**src/rtl/arb_conv_32b_8b_pkg.sv**
```systemverilog
// -----------------------------------------------------------------------------
// arb_conv_32b_8b_pkg
// Shared definitions for the 32-bit-lane to 8-bit serializer and its arbiter:
// engine state encoding, byte/word widths and the lane index width.
// -----------------------------------------------------------------------------
package arb_conv_32b_8b_pkg;

    typedef enum logic {
        ST_IDLE = 1'b0,
        ST_SEND = 1'b1
    } state_t;

    localparam int BYTE_W = 8;
    localparam int WORD_W = 32;
    localparam int LANE_W = 3;

endpackage

```
**src/rtl/arb_conv_32b_8b_rr_arbiter.sv**
```systemverilog
// -----------------------------------------------------------------------------
// rr_arbiter
// Combinational lane selector. Picks the first requesting lane at or after
// ptr (wrapping LANES-1 -> 0). With ARB_FIXED_PRIO_EN defined the lowest-index
// requester wins and ptr is ignored.
//
// Ports:
//   req     in   LANES   request vector (registered full flags)
//   ptr     in   LANE_W  round-robin start position, < LANES
//   gnt     out  LANES   one-hot grant (all zero when no request)
//   gnt_idx out  LANE_W  index of the granted lane
// -----------------------------------------------------------------------------
module rr_arbiter
    import arb_conv_32b_8b_pkg::*;
#(
    parameter int LANES = 4
) (
    input  logic [LANES-1:0]  req,
    input  logic [LANE_W-1:0] ptr,
    output logic [LANES-1:0]  gnt,
    output logic [LANE_W-1:0] gnt_idx
);

`ifdef ARB_FIXED_PRIO_EN
    always_comb begin
        logic found;
        found   = 1'b0;
        gnt_idx = '0;
        for (int i = 0; i < LANES; i++) begin
            if (req[i] && !found) begin
                found   = 1'b1;
                gnt_idx = LANE_W'(i);
            end
        end
        gnt = found ? (LANES'(1) << gnt_idx) : '0;
    end
`else
    // Rotating a doubled copy of the request vector puts the lane at ptr in
    // bit 0, so the first set bit is the round-robin winner.
    logic [2*LANES-1:0] req_rot;

    assign req_rot = {req, req} >> ptr;

    always_comb begin
        logic found;
        int   pos;
        found   = 1'b0;
        gnt_idx = '0;
        pos     = 0;
        for (int i = 0; i < LANES; i++) begin
            if (req_rot[i] && !found) begin
                found = 1'b1;
                pos   = int'(ptr) + i;
                if (pos >= LANES) pos = pos - LANES;
                gnt_idx = LANE_W'(pos);
            end
        end
        gnt = found ? (LANES'(1) << gnt_idx) : '0;
    end
`endif

endmodule

```
**src/rtl/arb_conv_32b_8b.sv**
```systemverilog
// -----------------------------------------------------------------------------
// arb_conv_32b_8b
// Arbitrating width converter: LANES 32-bit requesters, each with a one-word
// holding register, share one 8-bit output stream. A granted word is sent
// MSB first over four consecutive cycles; back-to-back grants are gapless.
// Optional build macro: ARB_FIXED_PRIO_EN (fixed lowest-index priority
// instead of round-robin).
//
// Ports:
//   clk_4f     in   1         clock, rising edge
//   reset      in   1         synchronous active-high reset
//   valid_in   in   LANES     per-lane word valid
//   data_in    in   32*LANES  lane i word in [32*i+31:32*i]
//   ready_in   out  LANES     per-lane holding register empty
//   data_out   out  8         serialized byte
//   valid_out  out  1         data_out carries a byte
//   lane_out   out  3         lane owning the current byte
//   sof_out    out  1         first byte of a word
//   eof_out    out  1         last byte of a word
// -----------------------------------------------------------------------------
module arb_conv_32b_8b
    import arb_conv_32b_8b_pkg::*;
#(
    parameter int LANES = 4
) (
    input  logic                clk_4f,
    input  logic                reset,
    input  logic [LANES-1:0]    valid_in,
    input  logic [32*LANES-1:0] data_in,
    output logic [LANES-1:0]    ready_in,
    output logic [7:0]          data_out,
    output logic                valid_out,
    output logic [2:0]          lane_out,
    output logic                sof_out,
    output logic                eof_out
);

    state_t              state_q, state_d;
    logic [1:0]          cnt_q, cnt_d;
    logic [LANE_W-1:0]   ptr_q, ptr_d;
    logic [LANE_W-1:0]   lane_q, lane_d;
    logic [WORD_W-1:0]   shift_q, shift_d;
    logic [LANES-1:0]    full_q, full_d;
    logic [WORD_W-1:0]   hold_q [LANES];
    logic [WORD_W-1:0]   hold_d [LANES];

    logic [LANES-1:0]    gnt;
    logic [LANE_W-1:0]   gnt_idx;
    logic                grant;

    rr_arbiter #(.LANES(LANES)) u_arb (
        .req     (full_q),
        .ptr     (ptr_q),
        .gnt     (gnt),
        .gnt_idx (gnt_idx)
    );

    // A new word may start when idle or on the last byte of the current word.
    assign grant = ((state_q == ST_IDLE) || (state_q == ST_SEND && cnt_q == 2'd3))
                   && (|full_q);

    always_comb begin
        state_d = state_q;
        cnt_d   = cnt_q;
        ptr_d   = ptr_q;
        lane_d  = lane_q;
        shift_d = shift_q;
        full_d  = full_q;
        hold_d  = hold_q;

        // Capture uses the registered flag, so a lane freed by this edge's
        // grant can only be refilled at the following edge.
        for (int i = 0; i < LANES; i++) begin
            if (valid_in[i] && !full_q[i]) begin
                hold_d[i] = data_in[32*i +: 32];
                full_d[i] = 1'b1;
            end
        end

        if (state_q == ST_SEND) begin
            cnt_d   = cnt_q + 2'd1;
            shift_d = shift_q << BYTE_W;
            if (cnt_q == 2'd3) state_d = ST_IDLE;
        end

        if (grant) begin
            for (int i = 0; i < LANES; i++) begin
                if (gnt[i]) shift_d = hold_q[i];
            end
            full_d  = full_d & ~gnt;
            lane_d  = gnt_idx;
            state_d = ST_SEND;
            cnt_d   = 2'd0;
            ptr_d   = (int'(gnt_idx) == LANES - 1) ? '0 : gnt_idx + LANE_W'(1);
        end
    end

    always_ff @(posedge clk_4f) begin
        if (reset) begin
            state_q <= ST_IDLE;
            cnt_q   <= 2'd0;
            ptr_q   <= '0;
            lane_q  <= '0;
            shift_q <= '0;
            full_q  <= '0;
        end else begin
            state_q <= state_d;
            cnt_q   <= cnt_d;
            ptr_q   <= ptr_d;
            lane_q  <= lane_d;
            shift_q <= shift_d;
            full_q  <= full_d;
        end
    end

    // Holding data is qualified by full_q, so it needs no reset.
    always_ff @(posedge clk_4f) begin
        hold_q <= hold_d;
    end

    // Outputs decode registered state only.
    assign ready_in  = ~full_q;
    assign valid_out = (state_q == ST_SEND);
    assign data_out  = valid_out ? shift_q[WORD_W-1 -: BYTE_W] : '0;
    assign lane_out  = valid_out ? lane_q : '0;
    assign sof_out   = valid_out && (cnt_q == 2'd0);
    assign eof_out   = valid_out && (cnt_q == 2'd3);

endmodule

```
**config.mk**
```make
export PLATFORM = sky130hd
export DESIGN_NAME = arb_conv_32b_8b
export DESIGN_NICKNAME = d
export VERILOG_FILES = /design/src/rtl/arb_conv_32b_8b_pkg.sv /design/src/rtl/arb_conv_32b_8b_rr_arbiter.sv /design/src/rtl/arb_conv_32b_8b.sv
export SDC_FILE = /design/constraint.sdc
export NUM_CORES = 1
export LEC_CHECK = 0
export ABC_AREA = 1
export CORE_UTILIZATION = 40
export DETAILED_ROUTE_END_ITERATION = 8
export GPL_TIMING_DRIVEN = 1
export HOLD_SLACK_MARGIN = 0.12
export MAX_ROUTING_LAYER = met4
export PLACE_DENSITY = 0.65
export SYNTH_ARGS = -nofsm -noshare
export SYNTH_HDL_FRONTEND = slang
export SYNTH_HIERARCHICAL = 1
export SYNTH_SLANG_ARGS = --single-unit
```
**constraint.sdc**
```tcl
create_clock -name clk_4f -period 2.32 [get_ports clk_4f]
set_input_delay 0.464 -clock clk_4f [delete_from_list [all_inputs] [get_ports clk_4f]]
set_output_delay 0.464 -clock clk_4f [all_outputs]
set_load 0.03 [all_outputs]
```
==> out/metrics.csv <==
metric,value,unit
status,finished with violations,
failed_checks,setup timing,
syn-mean-instance-area,9.23,sq um
design.die.area,20100,sq um
dieHeight,142,microns
core-area,18900,sq um
placement_rows,50,
via_count_of_the_first_global_routing_pass,6168,
report.final.slew_viol_count,0,
finalCoreUtilization,57.5,%
initial_core_util,41.3,%
grt_use_total,22.5,%
dp.cells,1248,
drt-pass1-iter-count,5,
netlist.area_leader.share,49.2,%
timing.critical_path.to,shift_q[7]$_SDFF_PP0_,
power.density,1500,nW/um^2
setup.worst_path.class,reg -> reg,
setup.reg_to_reg.worst_slack,-0.04,ns
synth.net_count,984,
area.growth.synth_to_final,39.1,%
layout.cells.non_filler,1296,
drcViolationCount,0,
drt-vias-per-instance,4.93,
dieWidth,142,microns
globalRoute.totalOverflow,0,
antenna_found_initial,0,
yosys_register_bits,173,
post_drt_wl_per_cell,17.0,microns
r2r.worst_path.cells,18,
dp_hpwl,14500,microns
place_congestion,0.877,
cts.sink_count,173,
final_setup_slack_of_the_worst_path,-0.0369,ns
worstPathArrival,2.68,ns
synth_cell_types,36,
crit_cells,18,
finalWorstPathRequiredPeriod,2.36,ns
total_detailed_routing_wirelength,22100,microns
worst_setup_path_end_kind,flip-flop,
max_stage_delay,0.34,ns
synth_top_cells_by_area,"sky130_fd_sc_hd__edfxtp_1 49%, sky130_fd_sc_hd__nand2_1 13%, sky130_fd_sc_hd__dfxtp_1 12%",
r2r_end,shift_q[7]$_SDFF_PP0_,
fin_tns_setup,-0.0681,ns
clk_latency,0.44,ns
drt_iter0_drc,470,
cts_hold_buf,0,
worstSetupStartpoint,ptr_q[0]$_SDFFE_PP0P_,
vdd.ir_drop.worst,0.867,mV
yosys_warnings,6,
numCtsBuffers,17,
h-tree-depth,4,
pin_count,152,
postRouteAntennaNets,0,
layout_net_count,1161,
share_of_the_yosys_chip_area_belonging_to_registers,60.8,%
hp-class,reg -> reg,
final_min_period_over_clock_period,102,%
crit_slowest_cell,sky130_fd_sc_hd__dfxtp_2,
static-leakage-power,4.51,nW
clock-root-buffer,sky130_fd_sc_hd__clkbuf_16,
asr_flop_ratio_synth,0,%
worst_r2r_startpoint,ptr_q[0]$_SDFFE_PP0P_,
synth_enable_flop_cells,128,
placement.io_buffers,151,
via_count,6391,
cp_top_family,simple AND/OR/NAND/NOR gates,
cells_after_synthesis,846,
pre_cts_slack,0.0950,ns
finClkSkew,0.00960,ns
clk_transition_reported_paths,0.07,ns
mappedNetlistArea,7800,sq um
maximum_number_of_pins_on_one_net_before_global_route_repair,39,
nature_of_the_critical_path_startpoint,flip-flop,
path_buf_inv,5,
timing.critical_path.fanout_max,7,
setup_violations,2,
ordered_list_of_cells_on_the_worst_path,buf_12 -> inv_8 -> nand2_4 -> nand2_2 -> nand2_2 -> nand3_4 -> nor2_8 -> nand4_1 -> inv_1 -> nor2_2 -> nor2_4 -> buf_4 -> inv_4 -> or2_2 -> nand3_1 -> nand2_1 -> nand2_1 -> a21oi_2,
final_layout_size_suffix_gt1_share,17.3,%
rsz0062_at_grt,yes,
cts_buffer_depth,2,
final-hold-violation-count,0,
post-synth-top-area-cell,sky130_fd_sc_hd__edfxtp_1,
grt_pass1_wl,32500,microns
ys_dominant_reg_cell,sky130_fd_sc_hd__edfxtp_1,
max_cap_viol_count,0,
max_freq,0.424,GHz
tritoncts,done,
required_time_of_the_critical_path,2.65,ns
insertedDiodeCount,0,
## worst min path at each step
stage / from / endpoint / cells past startpoint
after floorplan: lane_q[1]$_SDFFE_PP0P_ / lane_q[1]$_SDFFE_PP0P_ / 2
after global placement: cnt_q[0]$_SDFFE_PP0P_ / cnt_q[0]$_SDFFE_PP0P_ / 2
after detailed placement: cnt_q[0]$_SDFFE_PP0P_ / cnt_q[0]$_SDFFE_PP0P_ / 2
after CTS: cnt_q[0]$_SDFFE_PP0P_ / cnt_q[0]$_SDFFE_PP0P_ / 2
after global routing: cnt_q[0]$_SDFFE_PP0P_ / cnt_q[0]$_SDFFE_PP0P_ / 2
final: cnt_q[0]$_SDFFE_PP0P_ / cnt_q[0]$_SDFFE_PP0P_ / 2
## Yosys cell counts (6+ instances only)
library cell	instances
sky130_fd_sc_hd__edfxtp_1	128
sky130_fd_sc_hd__inv_1	47
sky130_fd_sc_hd__nand3_1	52
sky130_fd_sc_hd__o21ai_1	16
sky130_fd_sc_hd__a21oi_1	41
sky130_fd_sc_hd__buf_2	22
sky130_fd_sc_hd__nand2_1	268
sky130_fd_sc_hd__o21ai_0	36
sky130_fd_sc_hd__nand2_2	6
sky130_fd_sc_hd__nor2_1	109
sky130_fd_sc_hd__clkbuf_1	16
sky130_fd_sc_hd__nand3_2	9
sky130_fd_sc_hd__dfxtp_1	45
## worst reg2reg max path, stage by stage, from the launching register on
cell	delay [ns]
sky130_fd_sc_hd__dfxtp_2	0.34
sky130_fd_sc_hd__buf_12	0.12
sky130_fd_sc_hd__inv_8	0.05
sky130_fd_sc_hd__nand2_4	0.05
sky130_fd_sc_hd__nand2_2	0.04
sky130_fd_sc_hd__nand2_2	0.07
sky130_fd_sc_hd__nand3_4	0.13
sky130_fd_sc_hd__nor2_8	0.16
sky130_fd_sc_hd__nand4_1	0.18
sky130_fd_sc_hd__inv_1	0.14
sky130_fd_sc_hd__nor2_2	0.06
sky130_fd_sc_hd__nor2_4	0.19
sky130_fd_sc_hd__buf_4	0.16
sky130_fd_sc_hd__inv_4	0.04
sky130_fd_sc_hd__or2_2	0.26
sky130_fd_sc_hd__nand3_1	0.08
sky130_fd_sc_hd__nand2_1	0.05
sky130_fd_sc_hd__nand2_1	0.08
sky130_fd_sc_hd__a21oi_2	0.05
## placed cells by master (no fill, tap or decap), types with 2 or more instances in the layout
cell,count
sky130_fd_sc_hd__nand2_2,7
sky130_fd_sc_hd__clkinv_2,3
sky130_fd_sc_hd__clkinvlp_4,3
sky130_fd_sc_hd__nand4_1,4
sky130_fd_sc_hd__inv_6,4
sky130_fd_sc_hd__inv_1,44
sky130_fd_sc_hd__nand2_4,4
sky130_fd_sc_hd__nand3_2,10
sky130_fd_sc_hd__ha_1,4
sky130_fd_sc_hd__nand3_1,50
sky130_fd_sc_hd__o21ai_2,19
sky130_fd_sc_hd__buf_4,34
sky130_fd_sc_hd__inv_8,4
sky130_fd_sc_hd__buf_12,11
sky130_fd_sc_hd__edfxtp_1,128
sky130_fd_sc_hd__a21oi_2,4
sky130_fd_sc_hd__o221ai_1,3
sky130_fd_sc_hd__nor2_2,9
sky130_fd_sc_hd__o21ai_0,9
sky130_fd_sc_hd__buf_6,9
sky130_fd_sc_hd__dfxtp_1,41
sky130_fd_sc_hd__nor2_4,11
sky130_fd_sc_hd__or2_2,2
sky130_fd_sc_hd__dfxtp_2,4
sky130_fd_sc_hd__clkbuf_16,21
sky130_fd_sc_hd__bufinv_16,2
sky130_fd_sc_hd__clkdlybuf4s50_1,148
sky130_fd_sc_hd__inv_2,5
sky130_fd_sc_hd__nand2_1,267
sky130_fd_sc_hd__a21oi_1,40
sky130_fd_sc_hd__nor2_1,91
sky130_fd_sc_hd__nand3_4,3
sky130_fd_sc_hd__inv_4,3
sky130_fd_sc_hd__o21ai_1,24
## layout make-up
| class | instances | area, sq um |
|---|---|---|
| Fill cell | 1699 | 8040 |
| Tap cell | 260 | 325 |
| Inverter | 55 | 229 |
| Clock buffer | 19 | 443 |
| Sequential cell | 173 | 4750 |
| Multi-Input combinational cell | 569 | 2790 |
| Timing Repair Buffer | 206 | 2160 |
| Clock inverter | 13 | 154 |
| Timing Repair inverter | 1 | 6.26 |
## cells by family after synthesis
logic type / Yosys count / share of synthesized area [%]
AOI/OAI and AO/OA: 102 / 6.94
DFF: 173 / 60.8
other: 1 / 0.0480
buffers and inverters: 104 / 6.09
adders and majority gates: 4 / 0.641
and+or+nand+nor: 462 / 25.5
## power breakdown
part           switching, W  total (W)  internal, W  leakage, nW
sequential         0.000268    0.00418      0.00391         1.59
clock               0.00126    0.00291      0.00165        0.291
combinational       0.00545    0.00919      0.00374         2.63
total               0.00697     0.0163      0.00930         4.51
## flip-flops by register name (all words and copies together), names as in the netlist
name       cells
shift_q       32
full_q         4
cnt_q          2
valid_out      1
lane_q         3
ptr_q          3
hold_q       128
## what timing repair did
item / in CTS / in global routing
endpoints found under the setup margin: 0 / 33
buffers inserted: 0 / 11
gates resized for setup: 0 / 91
## per-layer routing
metal  wire length (microns)  track usage, %  share of wire [%]  vias to the layer above
met3                    1530            4.72                6.9                       32
met1                    9550            29.0                 43                     2961
met2                   10600            35.2                 48                      257
li1                        -               -                  -                     3141
met5                       0               -                  0                        -
met4                     422            7.53                1.9                        0
## stage by stage
step                      hold slack, ns  instance area, sq um  power (W)
after floorplan                    0.447                  7800    0.00916
after global placement             0.472                  9850     0.0116
after detailed placement           0.486                  9850     0.0117
after CTS                          0.496                 10500     0.0146
after global routing               0.514                 10900     0.0174
final                              0.504                 10900     0.0163
Note: power is estimated with default switching activity, not from simulation.
==> RTL edit 1: new RTL, config.mk and constraints unchanged <==
Add a define of `ARB_FIXED_PRIO_EN`.
--- a/src/rtl/arb_conv_32b_8b_rr_arbiter.sv
+++ b/src/rtl/arb_conv_32b_8b_rr_arbiter.sv
@@ -12,2 +12,4 @@
 // -----------------------------------------------------------------------------
+`define ARB_FIXED_PRIO_EN
+
 module rr_arbiter
Check against the original RTL: not equivalent (a bounded check fails within 10 cycles, from zero or initial values and one cycle with reset high).
==> RTL edit 1 against the original RTL <==
The run ends with design-rule violations left; maximum frequency rose by 7.4%; via count fell by 9.9%; critical path depth fell by 13; routed wire length fell by 12%; worst hold slack got worse by 25 ps; area after synthesis fell by 4.6%; setup slack improved by 160 ps; final area fell by 9.5%; synthesized cell count fell by 7.2%; first-iteration DRC count rose by 6.4%; sequential cell count fell by 3; critical endpoint is now sof_out; largest cell class unchanged.
Power is not compared: it rests on default switching activity, and its combinational part moved more than twofold at a synthesized area within 25%.
==> RTL edit 1: results (changes against the original RTL) <==
[placed_design]
post-dp-hpwl_um=13000  ; was 14500 µm
port_buffers=151  ; unchanged
gp_congestion=0.833  ; was 0.877
placed_cell_area_mm2=0.00919  ; was 0.00985 mm²
place_ws_ps=486  ; was 95.0 ps

[sta]
hold_viol=0  ; unchanged
fmax_mhz=456  ; was 424 MHz
skew_ps=4.95  ; was 9.60 ps
max_slew_margin_pct=58.8
hold_ws_ps=479  ; was 504 ps

[detailed_routing]
first_pass_iters=7  ; was 5
num_vias=5758  ; was 6391
wl_met2_um=8800  ; was 10600 µm
drt_iter0_markers=500  ; was 470
wl_per_cell_um=16.4  ; was 17.0 µm
drt-met1-wl_um=8980  ; was 9550 µm
drc_errors=20  ; was 0
top_layer_used=met4  ; unchanged
route.met3.wl_um=1240  ; was 1530 µm

[clocking]
clk_pin_slew_worst_paths_ps=60
worstSkewPairLatency_ps=420  ; was 440 ps
cts_made_buffers=17  ; unchanged

[global_routing]
grt_max_degree=50  ; was 39
grt_usage_pct=21.7  ; was 22.5%
grt_use_met1_pct=28.9  ; was 29.0%
grt_pass1_vias=5573  ; was 6168
grt_pass1_wl_um=30400  ; was 32500 µm
met3_usage_pct=4.92  ; was 4.72%
grt_util_met2_pct=32.9  ; was 35.2%
antenna_found_initial=1  ; was 0

[critical_path]
r2r_cells=8  ; was 18
max_stage_delay_ps=650  ; was 340 ps
ff2ff_setup_slack_ps=540  ; was -40 ps
rr_startpoint=full_q[0]$_SDFF_PP0_  ; was ptr_q[0]$_SDFFE_PP0P_
crit_start=cnt_q[0]$_SDFFE_PP0P_  ; was ptr_q[0]$_SDFFE_PP0P_
path_max_fanout=3  ; was 7
rr_endpoint=shift_q[2]$_SDFF_PP0_  ; was shift_q[7]$_SDFF_PP0_
slowest_stage=clkdlybuf4s50_1  ; was dfxtp_2
cp-endpoint=sof_out  ; was shift_q[7]$_SDFF_PP0_

[hold_path]
min-delay-start=lane_q[1]$_SDFFE_PP0P_  ; was cnt_q[0]$_SDFFE_PP0P_
hold_path_end=lane_q[1]$_SDFFE_PP0P_  ; was cnt_q[0]$_SDFFE_PP0P_

[logic_synthesis]
synth.net_count=921  ; was 984

[cells_and_area]
biggestRegsByFlops=hold_q x128, shift_q x32, full_q x4  ; unchanged
fillers=1565  ; was 1699
drive_gt1_share_pct=9.73  ; was 17.3%
final_nets=1069  ; was 1161

[status]
violations=design-rule violations  ; was negative setup slack
status=finished with violations  ; unchanged

## RTL edit 1: changes by cell type in the layout (fill, tap and decap cells not counted), sizes merged, moves of 4 or more
cell / before / now
clkbuf: 23 / 18
nand4: 5 / 1
inv: 60 / 50
buf: 54 / 27
nand2: 278 / 259
nand3: 63 / 41
## RTL edit 1: worst max-delay path, delay by kind of cell (launching register included)
kind          cells  cell delay (ps)
flops             1              330
buf+inv           3              780
fa+ha+maj         1              140
simple gates      1               50
## RTL edit 1: cell type report
class,instances,area [µm²],share of cell area (%)
Clock buffer,18,429,4.37
Sequential cell,170,4690,47.8
Antenna cell,1,2.50,0.0255
Multi-Input combinational cell,519,2310,23.5
Tap cell,229,287,2.92
Timing Repair Buffer,177,1730,17.6
Inverter,48,180,1.83
Clock inverter,14,195,1.99
## RTL edit 1: metrics by stage
step                utilization (%)  std cells  power [µW]
finish                         54.3       1176        8090
global route                   54.3       1176        8440
CTS                            54.3       1175        8150
detailed placement             50.8       1143        5140
global placement               50.8       1143        5120
floorplan                         -        785        4590
==> RTL edit 2: new RTL, same settings <==
Made on the original files. Take the reset off `shift_q` and load it in a clocked block of its own.
--- a/src/rtl/arb_conv_32b_8b.sv
+++ b/src/rtl/arb_conv_32b_8b.sv
@@ -103,3 +103,2 @@
             lane_q  <= '0;
-            shift_q <= '0;
             full_q  <= '0;
@@ -110,5 +109,8 @@
             lane_q  <= lane_d;
-            shift_q <= shift_d;
             full_q  <= full_d;
         end
+    end
+
+    always_ff @(posedge clk_4f) begin
+        shift_q <= shift_d;
     end
Check against the original RTL: no difference found for any inputs over 10 cycles, from zero or initial values and one cycle with reset high; that may be too few to reach the edited logic, so the function may still have changed.
==> RTL edit 2 against the original RTL <==
Sequential cell count did not move; synthesized cell count rose by 5.3%; routed wire length fell by 4.0%; global-route usage barely moved; final area fell by 2.8%; total power fell by 0.95%; setup slack improved by 170 ps; clock skew rose by 3.3 ps; utilization fell by 2.0 points; first-iteration DRC count fell by 17%; area after synthesis rose by 0.87%; worst hold slack got worse by 39 ps.
==> RTL edit 2: results (changes against the original RTL) <==
[detailed_routing]
top_layer_used=met4  ; unchanged
route.met3.wl_um=947  ; was 1530 µm
vias_per_cell=4.75  ; was 4.93
first_pass_iters=5  ; unchanged
drt-met1-wl_um=9510  ; was 9550 µm
wl_met2_um=10300  ; was 10600 µm
drt_iter0_markers=389  ; was 470
totalWireLength_um=21200  ; was 22100 µm

[logic_synthesis]
synth_enable_flop_cells=128  ; unchanged
yosys-top-cells-count=nand2_1, edfxtp_1, nor2_1, inv_1, nand3_1  ; was nand2_1, edfxtp_1, nor2_1, nand3_1, inv_1
synth.net_count=1029  ; was 984
synthTopCellsByArea=edfxtp_1, nand2_1, dfxtp_1  ; unchanged
yosysMostFrequentCell=nand2_1  ; unchanged
synth_cell_type_count=34  ; was 36
synth-seq-area-share_pct=60.3  ; was 60.8%
ys_async_sr_fraction_pct=0  ; unchanged

[global_routing]
antenna_found_initial=0  ; unchanged
grt_pass1_wl_um=32700  ; was 32500 µm
grt_max_degree=71  ; was 39
grt_pass1_vias=6188  ; was 6168
grt_util_met2_pct=37.4  ; was 35.2%
grt_usage_pct=22.5  ; about the same
grt_use_met1_pct=27.7  ; was 29.0%
met3_usage_pct=4.21  ; was 4.72%

[cells_and_area]
drive_gt1_share_pct=11.9  ; was 17.3%
area_growth_pct=34.0  ; was 39.1%
biggestRegsByFlops=hold_q x128, shift_q x32, full_q x4  ; unchanged
final_nets=1190  ; was 1161
fillers=1755  ; was 1699

[placed_design]
place_ws_ps=-52.2  ; was 95.0 ps
placed_cell_area_mm2=0.00991  ; was 0.00985 mm²
port_buffers=151  ; unchanged
gp_congestion=0.832  ; was 0.877
post-dp-hpwl_um=14500  ; about the same

[clocking]
cts_setup_buffers=0  ; unchanged
worstSkewPairLatency_ps=440  ; about the same
cts_root_buf=clkbuf_16  ; unchanged
clockBufferDepth=2  ; unchanged
htreeDepth=4  ; unchanged
post_cts_resized=3  ; was 0

[critical_path]
worstPathArrival_ps=2510  ; was 2680 ps
slowest_stage=dfxtp_4  ; was dfxtp_2
max_stage_delay_ps=410  ; was 340 ps
path_max_fanout=21  ; was 7

[power_and_ir_drop]
vdd_ir_drop_max_v=0.000916  ; was 0.000867 V
leakage_uw=0.00470  ; was 0.00451 µW

[status]
status=complete, no violations  ; was finished with violations

[hold_path]
worstHoldPathType=reg2reg  ; unchanged

[sta]
skew_ps=12.9  ; was 9.60 ps

RTL edit 2: logic make-up (layout without fill, tap and decap cells):
kind of cell	after synthesis	in the layout	share of synthesized area (%)
simple gates	514	514	27.6
flops	173	173	60.3
buf+inv	132	306	6.91
compound gates	67	67	4.58
fa+ha+maj	4	4	0.636
other cells	1	1	0.0476
RTL edit 2: report_power, final:
part           internal, µW  switching [µW]  total (µW)
combinational          3300            5440        8730
sequential             4090             335        4420
clock                  1700            1260        2960
total                  9080            7030       16100
RTL edit 2: path summary, 6_finish.rpt:
kind / cells past startpoint / to / startpoint / slack [ps]
max reg2reg: 17 / shift_q[7]$_DFF_P_ / ptr_q[0]$_SDFFE_PP0P_ / 140
min: 2 / lane_q[0]$_SDFFE_PP0P_ / lane_q[0]$_SDFFE_PP0P_ / 460
min reg2reg: 2 / lane_q[0]$_SDFFE_PP0P_ / lane_q[0]$_SDFFE_PP0P_ / 460
max: 17 / shift_q[7]$_DFF_P_ / ptr_q[0]$_SDFFE_PP0P_ / 140
RTL edit 2: cell type report:
type | instances | area share (%)
tap | 260 | 3.08
sequential | 173 | 45.1
multi-input combinational | 586 | 25.0
clock inverter | 12 | 1.40
clock buffer | 20 | 4.42
timing repair buffer | 188 | 17.9
inverter | 86 | 3.17
RTL edit 2: stage by stage:
step           power (µW)  std cells
3_3_place_gp        13100       1293
4_1_cts             16200       1325
5_1_grt             17400       1325
3_5_place_dp        13100       1293
2_1_floorplan       10200        891
6_report            16100       1325
RTL edit 2: worst max-delay path: cells and delay by family, from the launching register on:
| kind | cells | cell delay, ps |
|---|---|---|
| buffers and inverters | 5 | 430 |
| flip-flops | 1 | 410 |
| AND/OR/NAND/NOR | 12 | 1210 |
